`src/rtl/cdc_tx_scheduler.sv`:
```
// cdc_tx_scheduler
//
// Source-domain scheduler that shares one bus-synchronizer crossing between
// several requesters. Requesters are arbitrated round-robin. Each granted word
// is launched on a stable bus with a level enable held for HOLD_CYCLES. The bus
// is then kept stable, with the enable low, for GAP_CYCLES. This lets the
// destination synchronizer capture every word exactly once.
//
// Ports:
//   CLK         source-domain clock, rising edge
//   RST         synchronous active-high reset
//   req         per-requester word-valid, held by the requester until granted
//   req_data    requester i's word at bits [i*BUS_WIDTH +: BUS_WIDTH]
//   grant       one-hot accept strobe, combinational, only asserted in IDLE
//   busy        high whenever a word is in flight (HOLD or GAP)
//   unsync_bus  registered word presented to the destination synchronizer
//   bus_enable  registered level enable presented to the synchronizer
//   xfer_done   registered one-cycle pulse after each completed word

module cdc_tx_scheduler #(
    parameter int unsigned BUS_WIDTH   = 8,
    parameter int unsigned NUM_REQ     = 2,
    parameter int unsigned HOLD_CYCLES = 4,
    parameter int unsigned GAP_CYCLES  = 4
) (
    input  logic                         CLK,
    input  logic                         RST,
    input  logic [NUM_REQ-1:0]           req,
    input  logic [NUM_REQ*BUS_WIDTH-1:0] req_data,
    output logic [NUM_REQ-1:0]           grant,
    output logic                         busy,
    output logic [BUS_WIDTH-1:0]         unsync_bus,
    output logic                         bus_enable,
    output logic                         xfer_done
);

    localparam int unsigned MAX_CYC = (HOLD_CYCLES > GAP_CYCLES) ? HOLD_CYCLES : GAP_CYCLES;
    localparam int unsigned CNT_W   = (MAX_CYC > 1) ? $clog2(MAX_CYC) : 1;
    localparam int unsigned LAST_W  = (NUM_REQ > 1) ? $clog2(NUM_REQ) : 1;

    localparam logic [CNT_W-1:0]  HOLD_LOAD = CNT_W'(HOLD_CYCLES - 1);
    localparam logic [CNT_W-1:0]  GAP_LOAD  = CNT_W'(GAP_CYCLES - 1);
    localparam logic [LAST_W-1:0] LAST_RST  = LAST_W'(NUM_REQ - 1);

    typedef enum logic [1:0] {
        StIdle,
        StHold,
        StGap
    } state_t;

    state_t              state;
    logic [CNT_W-1:0]    cnt;
    logic [LAST_W-1:0]   last;

    logic [LAST_W-1:0]   sel;
    logic                found;
    logic [LAST_W-1:0]   cand;
    logic [BUS_WIDTH-1:0] sel_word;

    // Round-robin search starting one past the last winner, so the most recently
    // granted requester is considered last.
    always_comb begin
        sel   = '0;
        found = 1'b0;
        cand  = '0;
        for (int unsigned j = 1; j <= NUM_REQ; j++) begin
            cand = LAST_W'((32'(last) + j) % NUM_REQ);
            if (!found && req[cand]) begin
                found = 1'b1;
                sel   = cand;
            end
        end
    end

    // Word mux for the selected requester.
    always_comb begin
        sel_word = '0;
        for (int unsigned i = 0; i < NUM_REQ; i++) begin
            if (LAST_W'(i) == sel) begin
                sel_word = req_data[i*BUS_WIDTH +: BUS_WIDTH];
            end
        end
    end

    // Grant is suppressed during reset so a requester never sees an accept
    // for a word the scheduler is about to discard.
    always_comb begin
        grant = '0;
        if (state == StIdle && !RST && found) begin
            grant[sel] = 1'b1;
        end
    end

    assign busy = (state != StIdle);

    always_ff @(posedge CLK) begin
        if (RST) begin
            state      <= StIdle;
            cnt        <= '0;
            last       <= LAST_RST;
            unsync_bus <= '0;
            bus_enable <= 1'b0;
            xfer_done  <= 1'b0;
        end else begin
            xfer_done <= 1'b0;
            unique case (state)
                StIdle: begin
                    // The bus only ever changes on this edge.
                    if (found) begin
                        unsync_bus <= sel_word;
                        bus_enable <= 1'b1;
                        last       <= sel;
                        cnt        <= HOLD_LOAD;
                        state      <= StHold;
                    end
                end
                StHold: begin
                    if (cnt == '0) begin
                        bus_enable <= 1'b0;
                        cnt        <= GAP_LOAD;
                        state      <= StGap;
                    end else begin
                        cnt <= cnt - 1'b1;
                    end
                end
                StGap: begin
                    if (cnt == '0) begin
                        xfer_done <= 1'b1;
                        state     <= StIdle;
                    end else begin
                        cnt <= cnt - 1'b1;
                    end
                end
                default: begin
                    state      <= StIdle;
                    bus_enable <= 1'b0;
                    cnt        <= '0;
                end
            endcase
        end
    end

endmodule

```
`config.mk`:
```
export PLATFORM = sky130hd
export DESIGN_NAME = cdc_tx_scheduler
export DESIGN_NICKNAME = d
export VERILOG_FILES = /design/src/rtl/cdc_tx_scheduler.sv
export SDC_FILE = /design/constraint.sdc
export NUM_CORES = 1
export LEC_CHECK = 0
export CAP_MARGIN = 10
export CORE_UTILIZATION = 44
export CTS_BUF_LIST = sky130_fd_sc_hd__clkbuf_16
export CTS_CLUSTER_DIAMETER = 200
export DETAILED_ROUTE_END_ITERATION = 10
export PLACE_DENSITY = 0.78
export SYNTH_ARGS = -nofsm -noshare
export SYNTH_HDL_FRONTEND = slang
export SYNTH_SLANG_ARGS = --single-unit
```
`constraint.sdc`:
```
create_clock -name CLK -period 4.66 [get_ports CLK]
set_clock_uncertainty 0.15 [all_clocks]
set_input_delay 1.165 -clock CLK [delete_from_list [all_inputs] [get_ports CLK]]
set_output_delay 1.165 -clock CLK [all_outputs]
set_load 0.05 [all_outputs]
```
==> flow_summary.json <==
{
  "status": "completed",
  "cts_sinks": 15,
  "drc": 0,
  "finalPower_mw": 0.507,
  "grtUsageMet2": 0.359,
  "use_met1": 0.260,
  "r2r_end": "last",
  "drive_above_1_share": 0.116,
  "final_cell_mix": "clkdlybuf4s50_1, nand2_1, dfxtp_1",
  "cp-endpoint": "grant[1]",
  "ctsHoldBuffers": 0,
  "cp_max_fo": 11,
  "die_x_um": 44.6,
  "crit_chain": "clkdlybuf4s50_1 > or2_4 > nand2_1 > nor3_1 > buf_4",
  "slew_viol_final": 0,
  "synth.ff_latch_count": 15,
  "ff2ff_setup_slack_ns": 2.99,
  "cp_slowest_cell": "clkdlybuf4s50_1",
  "max-cap-violations": 0,
  "antenna_left": 0,
  "syn_area_per_cell_um2": 8.79,
  "fin_setup_tns_ns": 0,
  "top_usage_layer": "met2",
  "routedWlPerCell_um": 12.6,
  "via_per_inst": 5.15,
  "fin_util": 0.691,
  "mappedNetlistArea_um2": 800,
  "yosys_warnings": 0,
  "finalSetupViolations": 0,
  "hold_viol": 0,
  "fin_area_um2": 1180,
  "antenna_found_initial": 0,
  "worstMarginPinSlew_ns": 0.503,
  "grt_pass1_wl_um": 3080,
  "drtPass1Iterations": 4,
  "hold_path_class": "flop to flop",
  "core_area_um2": 1710,
  "clockBufferDepth": 2,
  "crit_path_start_kind": "input port",
  "h-tree-depth": 1,
  "numPortBuffers": 32,
  "leakage_nw": 0.458,
  "critPathMaxStageDelay_ns": 0.59,
  "clock_latency_ns": 0.24,
  "n_antenna_cell": 0,
  "gp_congestion": 0.732,
  "placed_area_um2": 1100,
  "layout_min_cycle_time_ns": 3.86,
  "rsz0062_at_grt": "no",
  "worstPathArrival_ns": 2.54,
  "grt_start_max_net_pins": 12,
  "vdd_drop_max_mv": 0.264,
  "synth_cells": 91,
  "grtUsageTotal": 0.210,
  "first_iter_violations": 9,
  "rows": 15,
  "hpwl_um": 1330,
  "routed_wl_um": 1840,
  "startpoint": "req[0]",
  "p_per_area_nw_per_um2": 429,
  "slew-limit-headroom": 0.664,
  "synth.net_count": 112,
  "grt_util_met3": 0.0449,
  "fmax_mhz": 259,
  "dp_cells": 142,
  "ys_types": 27,
  "cts_buffers": 3,
  "grt_pass1_vias": 725,
  "fin_nets": 143,
  "r2r-start": "state[0]",
  "area_growth_pct": 47.6,
  "worstPathRequired_ns": 3.35,
  "ys_seq_area_frac": 0.376,
  "num_vias": 752,
  "critical_path.endpoint_type": "output pin",
  "die_y_um": 44.6,
  "path_clk_slew_ns": 0.05,
  "cts_resized": 0,
  "final_cells": 146,
  "cts_tree": "yes",
  "root_buffer": "clkbuf_16",
  "rr_worst_depth": 4,
  "design.portCount": 33,
  "critPathKind": "input port to output pin",
  "start_util": 0.468,
  "fin_crit_sh": 0.828,
  "post_cts_buffers": 0,
  "gr-total-overflow": 0,
  "layout_commonest_cell": "clkdlybuf4s50_1",
  "die_area_um2": 1990
}
## routing by layer
metal,wire (um),vias up
li1,-,389
met1,812,343
met2,929,18
met3,87,2
met4,11,0
met5,0,-
## final cells by class
type	instances	area [um2]
repair buffers	33	323
fillers	139	528
clock inverters	1	5.00
well taps	25	31.3
multi-input cells	65	430
flip-flops and latches	15	300
clock buffers	3	75.1
inverters	4	15.0
## how the worst min path moves through the flow
stage,startpoint,end,cells after the start
after floorplan,cnt[1],cnt[1],1
after global placement,bus_enable,bus_enable,2
after detailed placement,bus_enable,bus_enable,2
after CTS,bus_enable,bus_enable,2
after global routing,bus_enable,bus_enable,2
final,bus_enable,bus_enable,2
## cells by family (layout without fill, tap and decap cells)
group	Yosys count	in the layout	share of synthesized area
buffers and inverters	11	41	0.0861
DFF	15	15	0.376
xor gates and xnor gates	1	1	0.0110
and+or+nand+nor	33	33	0.210
adders and majority gates	1	1	0.0156
AOI/OAI and AO/OA	30	30	0.302
## per-stage QoR
stage / hold slack [ns] / worst slack, ns
after detailed placement: 0.320 / 0.803
after global placement: 0.314 / 0.848
after global routing: 0.372 / 0.692
after floorplan: 0.334 / 0.719
after CTS: 0.326 / 0.789
final: 0.321 / 0.801
## critical path, delay by kind of cell
family	cells	cell delay [ns]
simple gates	3	0.56
buf+inv	2	0.82
## sequential cells by signal, indices dropped and copies added (netlist names)
signal	cells
state	2
bus_enable	1
cnt	2
xfer_done	1
unsync_bus	8
last	1
## synthesized netlist by cell type, drive strengths merged
| library cell | instances | area [um2] |
|---|---|---|
| or2 | 1 | 8.76 |
| o211ai | 1 | 7.51 |
| nor2 | 6 | 40.0 |
| ha | 1 | 12.5 |
| a2111oi | 2 | 42.5 |
| o311a | 1 | 10.0 |
| nor4bb | 1 | 10.0 |
| inv | 4 | 15.0 |
| xor2 | 1 | 8.76 |
| nor3 | 4 | 20.0 |
| o21ai | 3 | 15.0 |
| buf | 6 | 50.0 |
| nor2b | 2 | 12.5 |
| clkbuf | 1 | 3.75 |
| a21boi | 1 | 18.8 |
| a21oi | 12 | 60.1 |
| a311oi | 8 | 70.1 |
| dfxtp | 15 | 300 |
| nand2 | 18 | 67.6 |
| o21a | 1 | 7.51 |
| and3b | 1 | 8.76 |
| a21bo | 1 | 10.0 |
## power by group
| part | internal (mW) | switching, mW | total [mW] | leakage, nW |
|---|---|---|---|---|
| Combinational | 0.0698 | 0.105 | 0.174 | 0.293 |
| Clock | 0.115 | 0.0528 | 0.167 | 0.0409 |
| Sequential | 0.147 | 0.0179 | 0.165 | 0.125 |
Power figures use the tool's default switching activity.
